$ cat src/rtl/fetch_stage_pkg.sv
`default_nettype none
// ============================================================================
// Module      : fetch_stage_pkg
// Description : Shared pipeline constants for the fetch stage and its IF/ID
//               register: datapath width, default reset PC, bubble and halt
//               instruction words, and the fetch FSM state encodings.
// Revision    : 1.0  initial release
// ============================================================================
package fetch_stage_pkg;

  localparam int XLEN = 32;

  localparam logic [XLEN-1:0] RESET_PC_DEFAULT   = 32'h0000_0000;
  localparam logic [XLEN-1:0] NOP_INSTR_DEFAULT  = 32'h0000_0000;
  localparam logic [XLEN-1:0] HALT_INSTR_DEFAULT = 32'hFFFF_FFFF;

  typedef enum logic [0:0] {
    RUN    = 1'b0,
    HALTED = 1'b1
  } fetch_state_e;

endpackage : fetch_stage_pkg
`default_nettype wire

$ cat src/rtl/fetch_stage_ifid_reg.sv
`default_nettype none
// ============================================================================
// Module      : ifid_reg
// Description : IF/ID pipeline register. Priority: rst > flush > hold > load.
//               A flush inserts a bubble (valid=0, instr=NOP_INSTR, PCs 0).
// Ports       : clk, rst (async, active-high), hold, flush,
//               d_valid/d_pc/d_pc_plus4/d_instr  - next contents,
//               q_valid/q_pc/q_pc_plus4/q_instr  - registered contents.
// Revision    : 1.0  initial release
// ============================================================================
module ifid_reg
  import fetch_stage_pkg::*;
#(
  parameter logic [XLEN-1:0] NOP_INSTR = NOP_INSTR_DEFAULT
) (
  input  logic            clk,
  input  logic            rst,
  input  logic            hold,
  input  logic            flush,
  input  logic            d_valid,
  input  logic [XLEN-1:0] d_pc,
  input  logic [XLEN-1:0] d_pc_plus4,
  input  logic [XLEN-1:0] d_instr,
  output logic            q_valid,
  output logic [XLEN-1:0] q_pc,
  output logic [XLEN-1:0] q_pc_plus4,
  output logic [XLEN-1:0] q_instr
);

  logic            valid_q,    valid_d;
  logic [XLEN-1:0] pc_q,       pc_d;
  logic [XLEN-1:0] pc_plus4_q, pc_plus4_d;
  logic [XLEN-1:0] instr_q,    instr_d;

  always_comb begin
    valid_d    = valid_q;
    pc_d       = pc_q;
    pc_plus4_d = pc_plus4_q;
    instr_d    = instr_q;
    if (flush) begin
      valid_d    = 1'b0;
      pc_d       = '0;
      pc_plus4_d = '0;
      instr_d    = NOP_INSTR;
    end else if (!hold) begin
      valid_d    = d_valid;
      pc_d       = d_pc;
      pc_plus4_d = d_pc_plus4;
      instr_d    = d_instr;
    end
  end

  always_ff @(posedge clk or posedge rst) begin
    if (rst) begin
      valid_q    <= 1'b0;
      pc_q       <= '0;
      pc_plus4_q <= '0;
      instr_q    <= NOP_INSTR;
    end else begin
      valid_q    <= valid_d;
      pc_q       <= pc_d;
      pc_plus4_q <= pc_plus4_d;
      instr_q    <= instr_d;
    end
  end

  assign q_valid    = valid_q;
  assign q_pc       = pc_q;
  assign q_pc_plus4 = pc_plus4_q;
  assign q_instr    = instr_q;

endmodule : ifid_reg
`default_nettype wire

$ cat src/rtl/fetch_stage.sv
`default_nettype none
// ============================================================================
// Module      : fetch_stage
// Description : Single-issue instruction fetch. PC drives instruction memory
//               combinationally; the returned word is captured into IF/ID one
//               cycle later. Supports stall, redirect (flush) and a halt
//               instruction that parks the PC until the next redirect.
// Ports       : clk, rst (async, active-high)
//               stall, redirect_valid, redirect_pc      - control inputs
//               imem_addr (out), imem_instr (in)        - instruction memory
//               ifid_valid/pc/pc_plus4/instr            - IF/ID contents
//               halted, fetch_count                      - status
// Revision    : 1.0  initial release
// ============================================================================
module fetch_stage
  import fetch_stage_pkg::*;
#(
  parameter logic [XLEN-1:0] RESET_PC   = RESET_PC_DEFAULT,
  parameter logic [XLEN-1:0] NOP_INSTR  = NOP_INSTR_DEFAULT,
  parameter logic [XLEN-1:0] HALT_INSTR = HALT_INSTR_DEFAULT
) (
  input  logic            clk,
  input  logic            rst,
  input  logic            stall,
  input  logic            redirect_valid,
  input  logic [XLEN-1:0] redirect_pc,
  output logic [XLEN-1:0] imem_addr,
  input  logic [XLEN-1:0] imem_instr,
  output logic            ifid_valid,
  output logic [XLEN-1:0] ifid_pc,
  output logic [XLEN-1:0] ifid_pc_plus4,
  output logic [XLEN-1:0] ifid_instr,
  output logic            halted,
  output logic [XLEN-1:0] fetch_count
);

  fetch_state_e    state_q, state_d;
  logic [XLEN-1:0] pc_q, pc_d;
  logic [XLEN-1:0] fetch_count_q, fetch_count_d;
  logic [XLEN-1:0] pc_plus4;
  logic            ifid_hold;
  logic            ifid_flush;

  // Redirect targets are word aligned; the two low bits are dropped.
  logic unused_redirect_lsbs;
  assign unused_redirect_lsbs = ^redirect_pc[1:0];

  assign pc_plus4 = pc_q + 32'd4;

  always_comb begin
    state_d       = state_q;
    pc_d          = pc_q;
    fetch_count_d = fetch_count_q;
    ifid_hold     = 1'b0;
    ifid_flush    = 1'b0;

    if (redirect_valid) begin
      pc_d       = {redirect_pc[XLEN-1:2], 2'b00};
      state_d    = RUN;
      ifid_flush = 1'b1;
    end else if (stall) begin
      ifid_hold = 1'b1;
    end else if (state_q == HALTED) begin
      // Parked: PC holds, IF/ID drains to bubbles.
      ifid_flush = 1'b1;
    end else begin
      if (fetch_count_q != '1) begin
        fetch_count_d = fetch_count_q + 32'd1;
      end
      // The halt word itself is delivered; only the PC stops advancing.
      if (imem_instr == HALT_INSTR) begin
        state_d = HALTED;
      end else begin
        pc_d = pc_plus4;
      end
    end
  end

  always_ff @(posedge clk or posedge rst) begin
    if (rst) begin
      state_q       <= RUN;
      pc_q          <= RESET_PC;
      fetch_count_q <= '0;
    end else begin
      state_q       <= state_d;
      pc_q          <= pc_d;
      fetch_count_q <= fetch_count_d;
    end
  end

  ifid_reg #(
    .NOP_INSTR (NOP_INSTR)
  ) u_ifid_reg (
    .clk        (clk),
    .rst        (rst),
    .hold       (ifid_hold),
    .flush      (ifid_flush),
    .d_valid    (1'b1),
    .d_pc       (pc_q),
    .d_pc_plus4 (pc_plus4),
    .d_instr    (imem_instr),
    .q_valid    (ifid_valid),
    .q_pc       (ifid_pc),
    .q_pc_plus4 (ifid_pc_plus4),
    .q_instr    (ifid_instr)
  );

  assign imem_addr   = pc_q;
  assign halted      = (state_q == HALTED);
  assign fetch_count = fetch_count_q;

endmodule : fetch_stage
`default_nettype wire
$ cat config.mk
export PLATFORM = sky130hd
export DESIGN_NAME = fetch_stage
export DESIGN_NICKNAME = d
export VERILOG_FILES = /design/src/rtl/fetch_stage_pkg.sv /design/src/rtl/fetch_stage_ifid_reg.sv /design/src/rtl/fetch_stage.sv
export SDC_FILE = /design/constraint.sdc
export NUM_CORES = 1
export LEC_CHECK = 0
export ABC_AREA = 1
export BUFFER_PORTS_ARGS = -buffer_cell sky130_fd_sc_hd__buf_4
export CORE_UTILIZATION = 25
export CTS_BUF_LIST = sky130_fd_sc_hd__clkbuf_4
export DETAILED_ROUTE_END_ITERATION = 7
export REMOVE_ABC_BUFFERS = 1
export SYNTH_ARGS = -nofsm -noshare
export SYNTH_HDL_FRONTEND = slang
export SYNTH_SLANG_ARGS = --single-unit
$ cat constraint.sdc
create_clock -name clk -period 10.02 [get_ports clk]
set_input_delay 0.501 -clock clk [delete_from_list [all_inputs] [get_ports clk]]
set_output_delay 0.501 -clock clk [all_outputs]
set_load 0.01 [all_outputs]
==> results of run 1 <==
[synthesized netlist by cell type]
cell type,count
clkbuf_1,12
nand2_2,1
inv_1,54
xnor2_1,4
a32o_1,1
nor2_1,124
and2_1,4
inv_6,1
or2_2,2
mux2i_1,1
o21bai_1,1
buf_4,7
buf_2,15
xor2_1,16
buf_6,7
nand4_1,2
nor2_8,1
inv_2,4
a22o_1,38
nand3_4,1
conb_1,1
ha_1,2
a21oi_1,1
nand2_4,1
nand3_1,46
nand2_1,487
nor2_2,2
nor2_4,1
o21ai_0,59
buf_1,1
nand2_8,1
o21ai_1,1
dfrtp_1,156
nand3b_1,15
[flip-flops by register name, summed over array words and instances (netlist names)]
register / cells
fetch_count: 32
halted: 1
imem_addr: 30
u_ifid_reg.q_instr: 32
u_ifid_reg.q_pc: 30
u_ifid_reg.q_pc_plus4: 30
u_ifid_reg.q_valid: 1
[report_power, final]
part	switching, mW	total [mW]	internal, mW
Clock	0.255	0.457	0.201
Combinational	0.187	0.333	0.147
Sequential	0.0670	0.757	0.690
[stage by stage]
step | hold slack (ps) | cell area [um^2]
global placement | 466 | 10000
detailed placement | 467 | 10000
global route | 66.4 | 10400
CTS | 71.6 | 10400
floorplan | 515 | 7800
finish | 127 | 10400
[layer usage]
layer | wire [um] | part of all wire [%]
met1 | 12100 | 46
met2 | 12000 | 46
met3 | 1700 | 6.5
met4 | 327 | 1.2
met5 | 0 | 0
[layout make-up]
cell class,instances,area [um^2]
clock buffer,18,135
multi-input combinational,818,3680
timing repair buffer,228,1710
antenna,3,7.51
sequential,156,3900
fill,3378,21300
clock inverter,13,191
tap,402,503
inverter,59,231
[logic make-up after synthesis]
logic type | Yosys count | share of synthesized area [%]
simple gates | 688 | 34.6
flops | 156 | 48.6
compound gates | 101 | 8.15
buf+inv | 101 | 5.99
xor+xnor | 20 | 2.18
fa+ha+maj | 2 | 0.311
other cells | 1 | 0.0466
mux | 1 | 0.124
[critical path: stages (launching register included)]
cell     delay, ps
dfrtp_1        440
a21oi_1        150
nand2_1         90
inv_2          500
buf_4          530
nand2_8        250
inv_6          260
nand3_1        100
nand2_1         80
[final timing paths]
path,to,depth (start not counted),startpoint
min,u_ifid_reg.q_instr[29]$_DFFE_PP0P_,2,imem_instr[29]
min reg2reg,u_ifid_reg.q_pc_plus4[25]$_DFFE_PP0P_,2,u_ifid_reg.q_pc_plus4[25]$_DFFE_PP0P_
min in group asynchronous,u_ifid_reg.q_instr[22]$_DFFE_PP0P_,3,rst
max in group asynchronous,imem_addr[5]$_DFFE_PP0P_,5,rst
max,fetch_count[7]$_DFFE_PP0P_,8,halted$_DFFE_PP0N_
max reg2reg,fetch_count[7]$_DFFE_PP0P_,8,halted$_DFFE_PP0N_
[what timing repair did]
item / in CTS / in global routing
hold buffers: 1 / 0
setup endpoints to repair: 0 / 0
endpoints found under the hold margin: 43 / 0
==> implementation parameters, run 1 <==
Parameter                              Value

Yosys
  Number of warnings issued by yosys ... 0
  Top-area cell type share of the netlist area ... 48.6%
  Leading post-synthesis cells by cell area ... dfrtp_1 49%, nand2_1 23%, nor2_1 5.8%
  Synth Instances ... 1070
  Mean instance size in the synthesized netlist ... 7.51 um^2
  Register area share after synthesis ... 48.6%
  Distinct cell type count after synthesis ... 34
  Number of flip-flops and latches in the synthesized netlist ... 156
  Cell type with the largest total area after synthesis ... dfrtp_1
  Post-synthesis instance area ... 8040 um^2

Layout
  Final standard cell count with taps included and fillers excluded ... 1697
  Commonest cells after routing, fill and taps aside ... 487 x nand2_1, 227 x buf_4, 156 x dfrtp_1
  Most common cell after layout, fill and taps aside ... nand2_1
  Share of layout cells above drive strength 1 ... 21.3%
  Total number of nets in the final design ... 1350
  Area Overhead vs Synth ... 28.9%
  Final Util ... 32.8%

Die
  Overall die area ... 32900 um^2
  Horizontal die dimension ... 181 um
  Core area ... 31600 um^2
  Count of standard-cell rows ... 65
  Starting utilization of the core area ... 25.4%
  Vertical die dimension ... 181 um
  Top-level port count ... 230

Route
  Total number of vias ... 7602
  First-pass iteration count of the detailed router ... 5
  Number of DRC markers after the initial detailed-route iteration ... 436
  Detailed-route wire length per cell ... 15.4 um
  Wirelength, routed ... 26.2 mm
  Detail Route Antenna Nets ... 0
  DRC ... 0
  Mean number of vias per cell ... 4.48

Timing
  Tcrit/Tclk final ... 24.8%
  Total count of max-transition violations in the final report ... 0
  Final Worst Setup Slack ... 7530 ps
  Final total negative setup slack ... 0 ps
  Upper clock frequency limit ... 402 MHz
  RSZ-0062 raised after global routing ... no
  Minimum clock period after layout ... 2490 ps
  Clk_skew ... 32.0 ps
  Transition at the pin with the smallest max-transition slack ... 1090 ps
  Number of setup violations in the final report ... 0
  Worst slew slack as a fraction of its limit ... 27.1%
  Hold Fails Final Rpt ... 0

CTS
  Deepest clock path buffer count ... 2
  Clock sink count ... 156
  Clock Latency Late Sink ... 590 ps
  Clock edge transition at the registers on the reported setup and hold paths ... 160 ps
  Post-CTS repair timing setup buffer count ... 0
  Number of cells upsized or downsized after cts ... 0
  TritonCTS clock tree ... done
  Maximum level of the CTS H-tree ... 4
  Buffer type at the clock tree root ... clkbuf_4
  CTS Buf Count ... 17

GRT
  Global Route Usage Sum ... 16.3%
  Peak-usage layer in the global routing report ... met2
  Met2 Resource Use GR ... 26.0%
  Met1 Use GR ... 21.4%
  First-pass GRT wire length ... 41.8 mm
  Antenna violations before repair ... 2
  Largest net degree at the start of global routing ... 93
  Grt met3 use ... 4.90%
  Number of global-route vias before repair ... 7511
  Remaining Overflow, GRT ... 0

Critical path
  Required time worst endpoint ... 10550 ps
  Maximum fanout count along the critical path ... 37
  CP Class ... register to register
  Register-to-register path setup slack ... 7530 ps
  Type of destination of the critical path ... register
  Critical path data arrival time ... 3020 ps
  Crit start category ... register

Power
  Lkg Pwr ... 5.35 nW
  Worst vdd ir ... 0.0915 mV
  Final Total Pwr ... 1.55 mW
  Power per cell area ... 149 nW/um^2

Place
  Last weighted congestion value of the routability-driven placer ... 0.875
  Port Buffer Count ... 221
  Placed cell count ... 1662
  Final HPWL from detailed placement ... 18.7 mm
  Minimum setup slack after placement ... 7070 ps

Min path
  Kind of path behind the tightest hold check ... input port to register

Status
  Status ... complete, no violations

Job
  Max Cap Violations ... 0
Note: power is estimated with default switching activity, not from simulation.
==> run 2: changes to the inputs <==
--- a/config.mk
+++ b/config.mk
@@ -5,7 +5,7 @@
 export SDC_FILE = /design/constraint.sdc
 export NUM_CORES = 1
 export LEC_CHECK = 0
-export ABC_AREA = 1
+export ABC_AREA = 0
 export BUFFER_PORTS_ARGS = -buffer_cell sky130_fd_sc_hd__buf_4
 export CORE_UTILIZATION = 25
 export CTS_BUF_LIST = sky130_fd_sc_hd__clkbuf_4
==> constraint.sdc (replaced) <==
create_clock -name clk -period 2 [get_ports clk]
set_input_delay 0.1 -clock clk [delete_from_list [all_inputs] [get_ports clk]]
set_output_delay 0.1 -clock clk [all_outputs]
set_load 0.01 [all_outputs]
==> run 2 against run 1 <==
Non-clock buffer count rose by 146; combinational power rose to 5.1 times the previous value; via count fell by 6.2%; critical path type unchanged; clock skew fell by 3.9 ps; routed wire length fell by 0.77%; synthesized cell count fell by 31%; hold slack got worse by 19 ps; register-to-register slack got worse by 7500 ps; sequential cell count did not move.
==> implementation parameters, run 2 <==
Parameter                              Value

Min path
  Kind of path behind the tightest hold check ... input port to asynchronous set/reset pin

Power
  Worst vdd ir ... 0.448 mV (+390%)
  Power share of the clock group ... 32.4% (+2.9 points)
  Switching power ... 2.29 mW (+350%)
  Share of total power in sequential cells ... 46.0% (-2.9 points)
  Internal Power ... 5.53 mW (+430%)
  Net switching share of the total power ... 29.3% (-3.6 points)
  Lkg Pwr ... 5.18 nW (-3.3%)
  Portion of total power attributed to combinational logic ... 21.6% (about the same)
  Power per cell area ... 696 nW/um^2 (+370%)

Timing
  Total count of max-transition violations in the final report ... 0 (unchanged)
  Transition at the pin with the smallest max-transition slack ... 558 ps (-536 ps)
  RSZ-0062 raised after global routing ... no
  Worst slew slack as a fraction of its limit ... 62.8% (+36 points)
  Clk_skew ... 28.1 ps (-3.88 ps)
  Number of setup violations in the final report ... 0 (unchanged)
  Upper clock frequency limit ... 520 MHz (+29%)
  Final Worst Setup Slack ... 76.6 ps (-7450 ps)
  Tcrit/Tclk final ... 96.2% (+71 points)
  Hold Fails Final Rpt ... 0 (unchanged)
  Minimum clock period after layout ... 1920 ps (-565 ps)

Yosys
  Leading post-synthesis cells by cell area ... dfrtp_1 52%, a22o_1 6.8%, xnor2_1 4.6%
  Synth Instances ... 735 (-31%)
  Distinct cell type count after synthesis ... 60 (+76%)
  Cell type with the largest total area after synthesis ... dfrtp_1
  Number of warnings issued by yosys ... 0 (unchanged)
  Number of flip-flops and latches in the synthesized netlist ... 156 (unchanged)
  Most used flip-flop cell after synthesis ... dfrtp_1
  Proportion of synthesized flip-flops having asynchronous set or reset ... 100% (unchanged)
  Most numerous cell in the Yosys netlist ... dfrtp_1
  Top-area cell type share of the netlist area ... 52.2% (+3.6 points)
  Register area share after synthesis ... 52.2% (+3.6 points)
  EDFF count, synth ... 0 (unchanged)
  Most frequent cells after synthesis ... 156 x dfrtp_1, 70 x nand2_1, 58 x a22o_1, 43 x o21ai_0, 42 x nand4_1
  Mean instance size in the synthesized netlist ... 10.2 um^2 (+36%)
  Post-synthesis instance area ... 7480 um^2 (-6.9%)

Route
  Wirelength, routed ... 26.0 mm (-0.77%)
  First-pass iteration count of the detailed router ... 5 (unchanged)
  Detail Route Antenna Nets ... 0 (unchanged)
  Mean number of vias per cell ... 4.85 (+8.2%)
  Total number of vias ... 7134 (-6.2%)
  Number of DRC markers after the initial detailed-route iteration ... 418 (-4.1%)
  DRC ... 0 (unchanged)
  Detailed-route wire length per cell ... 17.6 um (+14%)

Critical path
  Maximum fanout count along the critical path ... 7 (-81%)
  Register-to-register path setup slack ... 80 ps (-7450 ps)
  Type of destination of the critical path ... register
  Startpoint of the lowest-slack register-to-register path ... halted$_DFFE_PP0N_
  CP Class ... register to register
  Crit start category ... register
  Worst R2R Path Depth ... 5 (-3)
  Capture instance of the worst register-to-register path ... fetch_count[13]$_DFFE_PP0P_
  Critical path data arrival time ... 2380 ps (-640 ps)
  Required time worst endpoint ... 2460 ps (-8090 ps)

Die
  Vertical die dimension ... 175 um (-3.5%)
  Core area ... 29100 um^2 (-8.0%)
  Overall die area ... 30600 um^2 (-6.8%)
  Top-level port count ... 230 (unchanged)
  Horizontal die dimension ... 175 um (-3.5%)
  Starting utilization of the core area ... 25.7% (+0.31 points)
  Count of standard-cell rows ... 62 (-4.6%)

Layout
  Total non-filler cell area in the finished layout ... 11200 um^2 (+8.3%)
  Share of layout cells above drive strength 1 ... 33.7% (+12 points)
  Fillers ... 2878 (-15%)
  Total number of nets in the final design ... 1144 (-15%)
  Area Overhead vs Synth ... 50.0%
  Most common cell after layout, fill and taps aside ... buf_4
  Commonest cells after routing, fill and taps aside ... 298 x buf_4, 156 x dfrtp_1, 70 x nand2_1

GRT
  Largest net degree at the start of global routing ... 62 (-33%)
  Remaining Overflow, GRT ... 0 (unchanged)
  Antenna violations before repair ... 2 (unchanged)
  Global Route Usage Sum ... 16.9% (+0.64 points)
  Number of global-route vias before repair ... 7044 (-6.2%)
  First-pass GRT wire length ... 40.4 mm (-3.4%)

CTS
  Clock sink count ... 156 (unchanged)
  Clock edge transition at the registers on the reported setup and hold paths ... 160 ps (about the same)
  Clock Latency Late Sink ... 570 ps (-20 ps)
  Deepest clock path buffer count ... 2 (unchanged)
  TritonCTS clock tree ... done
  CTS Buf Count ... 17 (unchanged)
  Buffer type at the clock tree root ... clkbuf_4
  Maximum level of the CTS H-tree ... 4 (unchanged)

Place
  Port Buffer Count ... 221 (unchanged)
  Minimum setup slack after placement ... 30.8 ps (-7040 ps)
  Placed cell area ... 10100 um^2 (+0.64%)
  Final HPWL from detailed placement ... 18.6 mm (-0.50%)
  Last weighted congestion value of the routability-driven placer ... 0.802 (-8.3%)

Status
  Status ... complete, no violations

Job
  Max Cap Violations ... 0 (unchanged)
==> run 2: cell types whose count changed in the layout (fill, tap and decap cells not counted), sizes merged, moves of 20 or more <==
cell | before | now
dlygate4sd3 | 1 | 69
inv | 61 | 12
a21oi | 1 | 23
buf | 227 | 305
nand4 | 2 | 43
xnor2 | 4 | 39
nand2 | 490 | 70
nor2 | 128 | 33
a22o | 38 | 58
==> run 2: per-layer routing <==
metal	share of wire, %	global-route usage (%)
met5	0.065	0
met4	0.89	3.91
met3	5.3	3.66
met2	47	26.9
met1	47	23.4
==> run 2: repair_timing <==
item,CTS,global route
setup endpoints to repair,2,20
hold buffers,69,0
pin swaps,0,1
resized for setup,1,11
endpoints found under the hold margin,219,0
buffers inserted,0,2
==> run 2: worst max path at each step <==
| stage | depth (start not counted) | slack, ps | endpoint | startpoint |
|---|---|---|---|---|
| final | 5 | 80 | fetch_count[13]$_DFFE_PP0P_ | halted$_DFFE_PP0N_ |
| after global routing | 5 | 4 | fetch_count[21]$_DFFE_PP0P_ | halted$_DFFE_PP0N_ |
| after CTS | 4 | 5 | fetch_count[1]$_DFFE_PP0P_ | halted$_DFFE_PP0N_ |
| after detailed placement | 4 | 30 | fetch_count[1]$_DFFE_PP0P_ | halted$_DFFE_PP0N_ |
| after global placement | 4 | 50 | fetch_count[1]$_DFFE_PP0P_ | halted$_DFFE_PP0N_ |
| after floorplan | 1 | -2310 | fetch_count[0]$_DFFE_PP0P_ | rst |
==> run 2: final cells by class <==
type	instances	area (um^2)	area share [%]
diodes	1	2.50	0.0223
clock inverters	13	238	2.12
repair buffers	374	3060	27.2
inverters	11	46.3	0.412
flip-flops and latches	156	3900	34.8
well taps	384	480	4.28
multi-input cells	514	3360	29.9
clock buffers	19	143	1.27
==> run 2: through the flow <==
stage               util (%)  cells  total power, mW  hold slack [ps]  setup TNS, ps
floorplan                  -    681             4.32              193        -525460
global placement        34.7   1368             5.21              189              0
detailed placement      34.7   1368             5.24              182              0
CTS                     38.4   1469             7.92             74.4              0
global route            38.6   1472             8.23             87.0              0
finish                  38.6   1472             7.82              108              0
==> run 2: logic make-up (layout without fill, tap and decap cells) <==
| kind of cell | count (synthesis) | after routing | share of synthesized area (%) |
|---|---|---|---|
| other | 1 | 7 | 0.0501 |
| buffers and inverters | 70 | 417 | 4.10 |
| AND/OR/NAND/NOR | 261 | 261 | 18.7 |
| XOR/XNOR | 57 | 57 | 6.67 |
| adder cells (fa/ha/maj) | 2 | 2 | 0.334 |
| AO/OA/AOI/OAI | 185 | 185 | 17.6 |
| flip-flops | 156 | 156 | 52.2 |
| multiplexers | 3 | 3 | 0.435 |
==> run 2: worst max-delay path, stage by stage (launching register included) <==
cell     delay (ps)
dfrtp_1         400
or3_1           390
or4_4           570
nor2_4          200
nand4_1         140
xnor2_1         140
==> run 2: power groups by stage <==
| stage | Sequential (mW) | Combinational [mW] | Clock (mW) |
|---|---|---|---|
| floorplan | 3.80 | 0.517 | 0 |
| global placement | 3.65 | 1.57 | 0 |
| detailed placement | 3.66 | 1.58 | 0 |
| CTS | 3.60 | 1.70 | 2.62 |
| global route | 3.64 | 1.84 | 2.75 |
| finish | 3.60 | 1.69 | 2.53 |
